**src/rtl/load_store_unit_pkg.sv**
```systemverilog
// Shared types for the load/store unit: access widths, FSM states and the
// default addresses of the memory-mapped cycle counter and UART.
package BasicTypes;

  typedef enum logic [1:0] {
    W_BYTE = 2'b00,
    W_HALF = 2'b01,
    W_WORD = 2'b10,
    W_RSVD = 2'b11
  } width_e;

  typedef enum logic [1:0] {
    S_IDLE,
    S_ISSUE,
    S_WAIT,
    S_RESP
  } lsu_state_e;

  localparam logic [31:0] HC_ADDR_DEF   = 32'hFFFF_FF00;
  localparam logic [31:0] UART_ADDR_DEF = 32'hFFFF_FF04;

  // The reserved width encoding is treated like a word for alignment.
  function automatic logic misaligned(input width_e w, input logic [1:0] a);
    return (w == W_HALF && a[0]) || (w[1] && a != 2'b00);
  endfunction

endpackage

```
**src/rtl/load_store_unit_if.sv**
```systemverilog
// Request/response, memory bus and UART signals of the load/store unit.
// The unit itself uses the slave modport; the requester/memory side uses master.
interface lsu_if #(
    parameter int ADDR_W    = 32,
    parameter int BUS_BYTES = 4
);
    localparam int OFFW = $clog2(BUS_BYTES);

    logic                    req_valid;
    logic                    req_ready;
    logic                    req_is_load;
    logic                    req_is_store;
    logic                    req_unsigned;
    logic [1:0]              req_width;
    logic [ADDR_W-1:0]       req_addr;
    logic [31:0]             req_wdata;
    logic [4:0]              req_rd;

    logic                    rsp_valid;
    logic [31:0]             rsp_rdata;
    logic [4:0]              rsp_rd;
    logic                    rsp_err;

    logic                    mem_req_valid;
    logic                    mem_req_ready;
    logic                    mem_we;
    logic [BUS_BYTES-1:0]    mem_be;
    logic [ADDR_W-OFFW-1:0]  mem_addr;
    logic [8*BUS_BYTES-1:0]  mem_wdata;
    logic                    mem_rsp_valid;
    logic [8*BUS_BYTES-1:0]  mem_rdata;

    logic [7:0]              uart_data;
    logic                    uart_we;

    modport slave (
        input  req_valid, req_is_load, req_is_store, req_unsigned, req_width,
               req_addr, req_wdata, req_rd, mem_req_ready, mem_rsp_valid, mem_rdata,
        output req_ready, rsp_valid, rsp_rdata, rsp_rd, rsp_err, mem_req_valid,
               mem_we, mem_be, mem_addr, mem_wdata, uart_data, uart_we
    );

    modport master (
        output req_valid, req_is_load, req_is_store, req_unsigned, req_width,
               req_addr, req_wdata, req_rd, mem_req_ready, mem_rsp_valid, mem_rdata,
        input  req_ready, rsp_valid, rsp_rdata, rsp_rd, rsp_err, mem_req_valid,
               mem_we, mem_be, mem_addr, mem_wdata, uart_data, uart_we
    );
endinterface

```
**src/rtl/load_store_unit_load_align.sv**
```systemverilog
// Picks the byte/half/word at the request offset out of a memory line and
// sign- or zero-extends it to 32 bits.
module lsu_load_align
    import BasicTypes::*;
#(
    parameter  int BUS_BYTES = 4,
    localparam int OFFW      = $clog2(BUS_BYTES)
) (
    input  logic [8*BUS_BYTES-1:0] line_i,
    input  logic [OFFW-1:0]        off_i,
    input  width_e                 width_i,
    input  logic                   unsigned_i,
    output logic [31:0]            data_o
);
    logic [31:0] low;

    assign low = 32'(line_i >> {off_i, 3'b000});

    always_comb begin
        data_o = low;
        case (width_i)
            W_BYTE:  data_o = {{24{~unsigned_i & low[7]}}, low[7:0]};
            W_HALF:  data_o = {{16{~unsigned_i & low[15]}}, low[15:0]};
            default: data_o = low;
        endcase
    end
endmodule

```
**src/rtl/load_store_unit.sv**
```systemverilog
// Single-outstanding load/store unit: aligns accesses onto a BUS_BYTES-wide
// memory bus and short-circuits the cycle counter, UART and pass-through ops.
module load_store_unit
    import BasicTypes::*;
#(
    parameter int               ADDR_W    = 32,
    parameter int               BUS_BYTES = 4,
    parameter int               TIMEOUT   = 255,
    parameter logic [ADDR_W-1:0] HC_ADDR   = ADDR_W'(HC_ADDR_DEF),
    parameter logic [ADDR_W-1:0] UART_ADDR = ADDR_W'(UART_ADDR_DEF)
) (
    input logic   clk,
    input logic   rst,
    lsu_if.slave  bus
);
    localparam int OFFW = $clog2(BUS_BYTES);
    localparam int TW   = $clog2(TIMEOUT + 1);
    localparam int DW   = 8 * BUS_BYTES;
    localparam int MAW  = ADDR_W - OFFW;

    lsu_state_e           state_q;
    logic                 req_ready_q, rsp_valid_q, rsp_err_q;
    logic [31:0]          rsp_rdata_q;
    logic [4:0]           rsp_rd_q;
    logic                 mem_req_valid_q, mem_we_q;
    logic [BUS_BYTES-1:0] mem_be_q;
    logic [MAW-1:0]       mem_addr_q;
    logic [DW-1:0]        mem_wdata_q;
    logic                 uart_we_q;
    logic [7:0]           uart_data_q;
    logic [TW-1:0]        tmo_q;
    logic [31:0]          cyc_q;
    width_e               lat_width_q;
    logic                 lat_uns_q;
    logic [OFFW-1:0]      lat_off_q;

    width_e               req_w;
    logic                 is_ld, is_st, mem_op, misal, hc_hit, uart_hit;
    logic [BUS_BYTES-1:0] be_base, be_d;
    logic [DW-1:0]        wdata_d;
    logic [31:0]          ld_data;

    assign req_w    = width_e'(bus.req_width);
    assign is_ld    = bus.req_is_load;
    assign is_st    = bus.req_is_store & ~bus.req_is_load;
    assign mem_op   = is_ld | is_st;
    assign misal    = mem_op & misaligned(req_w, bus.req_addr[1:0]);
    assign hc_hit   = is_ld && (bus.req_addr == HC_ADDR);
    assign uart_hit = is_st && (bus.req_addr == UART_ADDR);

    // Replicating the store data across the line already lands it on the
    // addressed lane for any aligned access; the byte enables pick the lane.
    always_comb begin
        be_base = BUS_BYTES'(4'hF);
        wdata_d = {(BUS_BYTES/4){bus.req_wdata}};
        case (req_w)
            W_BYTE: begin
                be_base = BUS_BYTES'(1);
                wdata_d = {BUS_BYTES{bus.req_wdata[7:0]}};
            end
            W_HALF: begin
                be_base = BUS_BYTES'(3);
                wdata_d = {(BUS_BYTES/2){bus.req_wdata[15:0]}};
            end
            default: ;
        endcase
        be_d = be_base << bus.req_addr[OFFW-1:0];
    end

    lsu_load_align #(.BUS_BYTES(BUS_BYTES)) u_align (
        .line_i     (bus.mem_rdata),
        .off_i      (lat_off_q),
        .width_i    (lat_width_q),
        .unsigned_i (lat_uns_q),
        .data_o     (ld_data)
    );

    always_ff @(posedge clk or negedge rst) begin
        if (!rst) cyc_q <= '0;
        else      cyc_q <= cyc_q + 32'd1;
    end

    always_ff @(posedge clk or negedge rst) begin
        if (!rst) begin
            state_q         <= S_IDLE;
            req_ready_q     <= 1'b1;
            rsp_valid_q     <= 1'b0;
            rsp_err_q       <= 1'b0;
            rsp_rdata_q     <= '0;
            rsp_rd_q        <= '0;
            mem_req_valid_q <= 1'b0;
            mem_we_q        <= 1'b0;
            mem_be_q        <= '0;
            mem_addr_q      <= '0;
            mem_wdata_q     <= '0;
            uart_we_q       <= 1'b0;
            uart_data_q     <= '0;
            tmo_q           <= '0;
            lat_width_q     <= W_BYTE;
            lat_uns_q       <= 1'b0;
            lat_off_q       <= '0;
        end else begin
            rsp_valid_q <= 1'b0;
            uart_we_q   <= 1'b0;
            case (state_q)
                S_IDLE: if (bus.req_valid) begin
                    req_ready_q <= 1'b0;
                    rsp_rd_q    <= bus.req_rd;
                    rsp_err_q   <= 1'b0;
                    rsp_rdata_q <= '0;
                    lat_width_q <= req_w;
                    lat_uns_q   <= bus.req_unsigned;
                    lat_off_q   <= bus.req_addr[OFFW-1:0];
                    if (misal || hc_hit || uart_hit || !mem_op) begin
                        state_q     <= S_RESP;
                        rsp_valid_q <= 1'b1;
                        rsp_err_q   <= misal;
                        if (hc_hit && !misal) rsp_rdata_q <= cyc_q;
                        if (!mem_op)          rsp_rdata_q <= 32'(bus.req_addr);
                        if (uart_hit && !misal) begin
                            uart_we_q   <= 1'b1;
                            uart_data_q <= bus.req_wdata[7:0];
                        end
                    end else begin
                        state_q         <= S_ISSUE;
                        mem_req_valid_q <= 1'b1;
                        mem_we_q        <= is_st;
                        mem_be_q        <= be_d;
                        mem_addr_q      <= bus.req_addr[ADDR_W-1:OFFW];
                        mem_wdata_q     <= wdata_d;
                    end
                end
                S_ISSUE: if (bus.mem_req_ready) begin
                    mem_req_valid_q <= 1'b0;
                    tmo_q           <= '0;
                    if (mem_we_q) begin
                        state_q     <= S_RESP;
                        rsp_valid_q <= 1'b1;
                    end else begin
                        state_q <= S_WAIT;
                    end
                end
                S_WAIT: begin
                    if (bus.mem_rsp_valid) begin
                        state_q     <= S_RESP;
                        rsp_valid_q <= 1'b1;
                        rsp_rdata_q <= ld_data;
                    end else if (tmo_q == TW'(TIMEOUT - 1)) begin
                        state_q     <= S_RESP;
                        rsp_valid_q <= 1'b1;
                        rsp_err_q   <= 1'b1;
                        rsp_rdata_q <= '0;
                    end else begin
                        tmo_q <= tmo_q + TW'(1);
                    end
                end
                S_RESP: begin
                    state_q     <= S_IDLE;
                    req_ready_q <= 1'b1;
                end
                default: state_q <= S_IDLE;
            endcase
        end
    end

    assign bus.req_ready     = req_ready_q;
    assign bus.rsp_valid     = rsp_valid_q;
    assign bus.rsp_rdata     = rsp_rdata_q;
    assign bus.rsp_rd        = rsp_rd_q;
    assign bus.rsp_err       = rsp_err_q;
    assign bus.mem_req_valid = mem_req_valid_q;
    assign bus.mem_we        = mem_we_q;
    assign bus.mem_be        = mem_be_q;
    assign bus.mem_addr      = mem_addr_q;
    assign bus.mem_wdata     = mem_wdata_q;
    assign bus.uart_we       = uart_we_q;
    assign bus.uart_data     = uart_data_q;
endmodule
```
**src/flat_wrapper.sv**
```systemverilog
// flat-port wrapper written by rule: the top's interface ports become plain ports
module load_store_unit_flat import BasicTypes::*;
#(
    parameter int               ADDR_W    = 32,
    parameter int               BUS_BYTES = 4,
    parameter int               TIMEOUT   = 255,
    parameter logic [ADDR_W-1:0] HC_ADDR   = ADDR_W'(HC_ADDR_DEF),
    parameter logic [ADDR_W-1:0] UART_ADDR = ADDR_W'(UART_ADDR_DEF)
)
  (clk, rst, bus_req_valid, bus_req_is_load, bus_req_is_store, bus_req_unsigned, bus_req_width, bus_req_addr, bus_req_wdata, bus_req_rd, bus_mem_req_ready, bus_mem_rsp_valid, bus_mem_rdata, bus_req_ready, bus_rsp_valid, bus_rsp_rdata, bus_rsp_rd, bus_rsp_err, bus_mem_req_valid, bus_mem_we, bus_mem_be, bus_mem_addr, bus_mem_wdata, bus_uart_data, bus_uart_we);
  lsu_if #(.ADDR_W(ADDR_W), .BUS_BYTES(BUS_BYTES)) bus_i ();
  input logic clk;
  input logic rst;
  input wire logic [$bits(bus_i.req_valid)-1:0] bus_req_valid;
  input wire logic [$bits(bus_i.req_is_load)-1:0] bus_req_is_load;
  input wire logic [$bits(bus_i.req_is_store)-1:0] bus_req_is_store;
  input wire logic [$bits(bus_i.req_unsigned)-1:0] bus_req_unsigned;
  input wire logic [$bits(bus_i.req_width)-1:0] bus_req_width;
  input wire logic [$bits(bus_i.req_addr)-1:0] bus_req_addr;
  input wire logic [$bits(bus_i.req_wdata)-1:0] bus_req_wdata;
  input wire logic [$bits(bus_i.req_rd)-1:0] bus_req_rd;
  input wire logic [$bits(bus_i.mem_req_ready)-1:0] bus_mem_req_ready;
  input wire logic [$bits(bus_i.mem_rsp_valid)-1:0] bus_mem_rsp_valid;
  input wire logic [$bits(bus_i.mem_rdata)-1:0] bus_mem_rdata;
  output wire logic [$bits(bus_i.req_ready)-1:0] bus_req_ready;
  output wire logic [$bits(bus_i.rsp_valid)-1:0] bus_rsp_valid;
  output wire logic [$bits(bus_i.rsp_rdata)-1:0] bus_rsp_rdata;
  output wire logic [$bits(bus_i.rsp_rd)-1:0] bus_rsp_rd;
  output wire logic [$bits(bus_i.rsp_err)-1:0] bus_rsp_err;
  output wire logic [$bits(bus_i.mem_req_valid)-1:0] bus_mem_req_valid;
  output wire logic [$bits(bus_i.mem_we)-1:0] bus_mem_we;
  output wire logic [$bits(bus_i.mem_be)-1:0] bus_mem_be;
  output wire logic [$bits(bus_i.mem_addr)-1:0] bus_mem_addr;
  output wire logic [$bits(bus_i.mem_wdata)-1:0] bus_mem_wdata;
  output wire logic [$bits(bus_i.uart_data)-1:0] bus_uart_data;
  output wire logic [$bits(bus_i.uart_we)-1:0] bus_uart_we;
  assign bus_i.req_valid = bus_req_valid;
  assign bus_i.req_is_load = bus_req_is_load;
  assign bus_i.req_is_store = bus_req_is_store;
  assign bus_i.req_unsigned = bus_req_unsigned;
  assign bus_i.req_width = bus_req_width;
  assign bus_i.req_addr = bus_req_addr;
  assign bus_i.req_wdata = bus_req_wdata;
  assign bus_i.req_rd = bus_req_rd;
  assign bus_i.mem_req_ready = bus_mem_req_ready;
  assign bus_i.mem_rsp_valid = bus_mem_rsp_valid;
  assign bus_i.mem_rdata = bus_mem_rdata;
  assign bus_req_ready = bus_i.req_ready;
  assign bus_rsp_valid = bus_i.rsp_valid;
  assign bus_rsp_rdata = bus_i.rsp_rdata;
  assign bus_rsp_rd = bus_i.rsp_rd;
  assign bus_rsp_err = bus_i.rsp_err;
  assign bus_mem_req_valid = bus_i.mem_req_valid;
  assign bus_mem_we = bus_i.mem_we;
  assign bus_mem_be = bus_i.mem_be;
  assign bus_mem_addr = bus_i.mem_addr;
  assign bus_mem_wdata = bus_i.mem_wdata;
  assign bus_uart_data = bus_i.uart_data;
  assign bus_uart_we = bus_i.uart_we;
  load_store_unit #(.ADDR_W(ADDR_W), .BUS_BYTES(BUS_BYTES), .TIMEOUT(TIMEOUT), .HC_ADDR(HC_ADDR), .UART_ADDR(UART_ADDR)) u_core (.clk(clk), .rst(rst), .bus(bus_i));
endmodule
```
**config.mk**
```make
export PLATFORM = sky130hd
export DESIGN_NAME = load_store_unit_flat
export DESIGN_NICKNAME = d
export VERILOG_FILES = /design/src/rtl/load_store_unit_pkg.sv /design/src/rtl/load_store_unit_if.sv /design/src/rtl/load_store_unit_load_align.sv /design/src/rtl/load_store_unit.sv /design/src/flat_wrapper.sv
export SDC_FILE = /design/constraint.sdc
export NUM_CORES = 1
export LEC_CHECK = 0
export ABC_AREA = 1
export CAP_MARGIN = 25
export CORE_MARGIN = 3
export CORE_UTILIZATION = 35
export CTS_CLUSTER_SIZE = 30
export DETAILED_ROUTE_END_ITERATION = 10
export GPL_TIMING_DRIVEN = 0
export SLEW_MARGIN = 10
export SYNTH_ARGS = -nofsm -noshare
export SYNTH_HDL_FRONTEND = slang
export SYNTH_SLANG_ARGS = --single-unit
```
**constraint.sdc**
```tcl
create_clock -name clk -period 4.8 [get_ports clk]
set_clock_uncertainty 0.05 [all_clocks]
set_input_delay 1.44 -clock clk [delete_from_list [all_inputs] [get_ports clk]]
set_output_delay 1.44 -clock clk [all_outputs]
set_load 0.05 [all_outputs]
```
==> impl_table.tex <==
\begin{tabular}{lr}
\hline
Metric & Value \\
\hline
\multicolumn{2}{l}{\textbf{Outcome}} \\
Status & finished clean \\
\multicolumn{2}{l}{\textbf{Floorplan}} \\
Height of the chip & 163 um \\
Initial Util & 0.361 \\
Area of the die & 26500 um2 \\
Cell Rows & 56 \\
Core outline area & 23800 um2 \\
I/O pin cnt & 228 \\
Die Wd & 163 um \\
\multicolumn{2}{l}{\textbf{Worst setup path}} \\
Crit. End Element & flop \\
Kind of launch point of the worst setup path & primary input \\
Reg2Reg Setup Slack & 2.39 ns \\
Critical path arrival & 3.74 ns \\
Critical path peak fanout & 10 \\
Crit. Startpoint & bus\_req\_addr[14] \\
Required time of the worst setup path & 5.11 ns \\
CP Class & in2reg \\
Launching point of the worst reg2reg path & u\_core.state\_q[0]\$\_DFFE\_PN0P\_ \\
\multicolumn{2}{l}{\textbf{CTS}} \\
Buffer levels on the longest clock path & 2 \\
Total of hold buffers inserted after clock tree synthesis & 0 \\
H-Tree Depth & 4 \\
Resized cells post-CTS & 0 \\
Clock transition at the register clock pins on the worst setup and hold paths after CTS & 0.08 ns \\
Later-pin clock latency in the skew report & 0.44 ns \\
Clock tree from TritonCTS & yes \\
Number of buffers created by CTS & 17 \\
Clock Tree Root & sky130\_fd\_sc\_hd\_\_clkbuf\_16 \\
Post-CTS setup buffer count & 0 \\
\# clock sinks & 164 \\
\multicolumn{2}{l}{\textbf{Finish}} \\
Number of filler cells placed in the layout & 2367 \\
Layout cell share with drive strength beyond 1 & 0.0681 \\
Non-filler instance count after layout & 1713 \\
P\&R area growth vs syn & 38.3\% \\
Number of antenna cells inserted & 0 \\
Finished layout cell area & 11900 um2 \\
Nets & 1499 \\
\multicolumn{2}{l}{\textbf{Detailed routing}} \\
Post-detailed-route wirelength per cell & 16.9 um \\
DRC Markers & 0 \\
Drt first-iter violations & 489 \\
First-pass DRT Iterations & 5 \\
Total via count after detailed routing & 8415 \\
Vias per inst & 4.91 \\
Total Routed Length & 28900 um \\
Antenna-violating nets left & 0 \\
\multicolumn{2}{l}{\textbf{Place}} \\
Buffers added on ports & 227 \\
RePlAce Congestion & 0.905 \\
Total half-perimeter wirelength after legalization and detailed placement & 22300 um \\
Cell area reported after detailed placement & 11300 um2 \\
Cells after DPL & 1681 \\
\multicolumn{2}{l}{\textbf{STA}} \\
Slew of the pin with the lowest slew margin & 0.874 ns \\
Final setup vio count & 0 \\
Hold WS & 0.426 ns \\
Final Cycle Share & 0.715 \\
Setup repair after global routing missed its margin & no \\
Final slew viol count & 0 \\
Achievable frequency & 292 MHz \\
Total negative slack & 0 ns \\
Worst rel slew slack & 0.415 \\
Post-route minimum period & 3.43 ns \\
Final number of hold-violating endpoints & 0 \\
\multicolumn{2}{l}{\textbf{Pwr}} \\
Peak supply drop & 0.304 mV \\
Leakage power of the design & 5.49 nW \\
Pwr per Cell Area & 668 nW/um2 \\
\multicolumn{2}{l}{\textbf{Yosys}} \\
Main area contributors after synthesis & sky130\_fd\_sc\_hd\_\_dfrtp\_1 47\%, sky130\_fd\_sc\_hd\_\_nand2\_1 16\%, sky130\_fd\_sc\_hd\_\_a21oi\_1 6.0\%, sky130\_fd\_sc\_hd\_\_o21ai\_0 5.2\%, sky130\_fd\_sc\_hd\_\_nor2\_1 4.0\% \\
Number of instances in the synthesized netlist & 1134 \\
List of most frequent post-synthesis cells & 378 x sky130\_fd\_sc\_hd\_\_nand2\_1, 163 x sky130\_fd\_sc\_hd\_\_dfrtp\_1, 104 x sky130\_fd\_sc\_hd\_\_a21oi\_1, 92 x sky130\_fd\_sc\_hd\_\_nor2\_1, 90 x sky130\_fd\_sc\_hd\_\_o21ai\_0 \\
Number of enable-type register cells in the synthesized netlist & 0 \\
Count leader, synth & sky130\_fd\_sc\_hd\_\_nand2\_1 \\
Net count after synthesis & 1252 \\
Register area share after synthesis & 0.477 \\
Avg Synthesized Cell Area & 7.59 um2 \\
Area share of the largest cell type after synthesis & 0.474 \\
Post-synth ARST share & 1.00 \\
Count of yosys warnings during synthesis & 0 \\
Most used flip-flop cell after synthesis & sky130\_fd\_sc\_hd\_\_dfrtp\_1 \\
Number of synthesized register bits & 164 \\
Library cells used by synthesis & 40 \\
Largest area contributor in the synthesized netlist & sky130\_fd\_sc\_hd\_\_dfrtp\_1 \\
Netlist area before placement & 8610 um2 \\
\multicolumn{2}{l}{\textbf{Global route}} \\
Largest net degree at the start of global routing & 93 \\
Number of antenna violations at the first check in global routing & 0 \\
Global-route wire length before repair & 45800 um \\
Number of global-route vias before repair & 8312 \\
Total global routing overflow & 0 \\
Overall fraction of global-route tracks in use & 0.220 \\
\multicolumn{2}{l}{\textbf{Min path}} \\
Hold/Removal Path Class & reg2reg \\
Min-delay src & u\_core.bus.mem\_wdata[17]\$\_DFFE\_PN0P\_ \\
\multicolumn{2}{l}{\textbf{Run}} \\
Max-capacitance violation count & 0 \\
\hline
\end{tabular}
-- metrics by stage --
step / setup slack, ns / util / power, mW
global placement: -4.83 / 0.474 / 6.57
CTS: 1.43 / 0.500 / 8.02
detailed placement: 1.00 / 0.475 / 6.59
finish: 1.37 / 0.500 / 7.96
floorplan: 2.01 / - / 5.01
global route: 1.24 / 0.500 / 8.44
-- sequential cells by signal, indices dropped and copies added, names as in the netlist, 4 cells and up --
register,count
u_core.bus.uart_data,8
u_core.bus.mem_wdata,32
u_core.bus.mem_be,4
u_core.tmo_q,8
u_core.cyc_q,32
u_core.bus.mem_addr,30
u_core.bus.rsp_rdata,32
u_core.bus.rsp_rd,5
-- report_power, final --
group	switching, mW	internal [mW]	total, mW
logic	3.02	1.37	4.39
registers	0.303	1.87	2.17
clock network	0.641	0.754	1.40
-- critical path, cell delays in order --
cell                              delay [ns]
sky130_fd_sc_hd__clkdlybuf4s50_1        0.58
sky130_fd_sc_hd__nand2_1                0.08
sky130_fd_sc_hd__nor2_1                 0.19
sky130_fd_sc_hd__nand3_2                0.15
sky130_fd_sc_hd__nor2_8                 0.21
sky130_fd_sc_hd__nand2_4                0.12
sky130_fd_sc_hd__clkbuf_1               0.22
sky130_fd_sc_hd__o21ai_0                0.40
sky130_fd_sc_hd__nand2_1                0.17
sky130_fd_sc_hd__a21oi_1                0.18
-- routing by layer --
metal | global-route usage | routed length [um] | up-vias
li1 | - | - | 4151
met1 | 0.316 | 13600 | 3966
met2 | 0.334 | 12800 | 272
met3 | 0.0516 | 2070 | 26
met4 | 0.0592 | 522 | 0
met5 | 0 | 0 | -
-- logic make-up after synthesis --
| logic type | after synthesis | synth area share |
|---|---|---|
| AOI/OAI and AO/OA | 215 | 0.131 |
| xor gates and xnor gates | 31 | 0.0315 |
| adders and majority gates | 7 | 0.0102 |
| buffers and inverters | 133 | 0.0664 |
| DFF | 164 | 0.477 |
| and+or+nand+nor | 584 | 0.284 |
-- layout make-up --
cell class / count / area (um2) / area share
Buffer: 54 / 273 / 0.0229
Sequential cell: 164 / 4110 / 0.345
Timing Repair Buffer: 228 / 2300 / 0.194
Clock buffer: 18 / 439 / 0.0369
Tap cell: 319 / 399 / 0.0335
Multi-Input combinational cell: 837 / 3930 / 0.330
Clock inverter: 14 / 153 / 0.0128
Inverter: 79 / 299 / 0.0251
-- path summary, 6_finish.rpt --
check	depth (start not counted)	end
worst max register to register	10	u_core.tmo_q[7]$_DFFE_PN0P_
worst min register to register	2	u_core.bus.mem_wdata[17]$_DFFE_PN0P_
worst min-delay path	2	u_core.bus.mem_wdata[17]$_DFFE_PN0P_
worst max-delay path	10	u_core.bus.rsp_rdata[21]$_DFFE_PN0P_
max in group asynchronous	2	u_core.bus.mem_addr[29]$_DFFE_PN0P_
min in group asynchronous	1	u_core.bus.mem_wdata[4]$_DFFE_PN0P_
-- layout by cell type, fill, tap and decap left out, types with 28 or more instances in the layout --
cell / n
sky130_fd_sc_hd__clkdlybuf4s50_1: 226
sky130_fd_sc_hd__nor2_1: 92
sky130_fd_sc_hd__clkbuf_1: 28
sky130_fd_sc_hd__nand2_1: 378
sky130_fd_sc_hd__a21oi_1: 104
sky130_fd_sc_hd__nand3_1: 60
sky130_fd_sc_hd__dfrtp_1: 163
sky130_fd_sc_hd__o21ai_0: 90
sky130_fd_sc_hd__xor2_1: 30
sky130_fd_sc_hd__inv_1: 69
No activity file was read; power rests on OpenSTA's default activity.
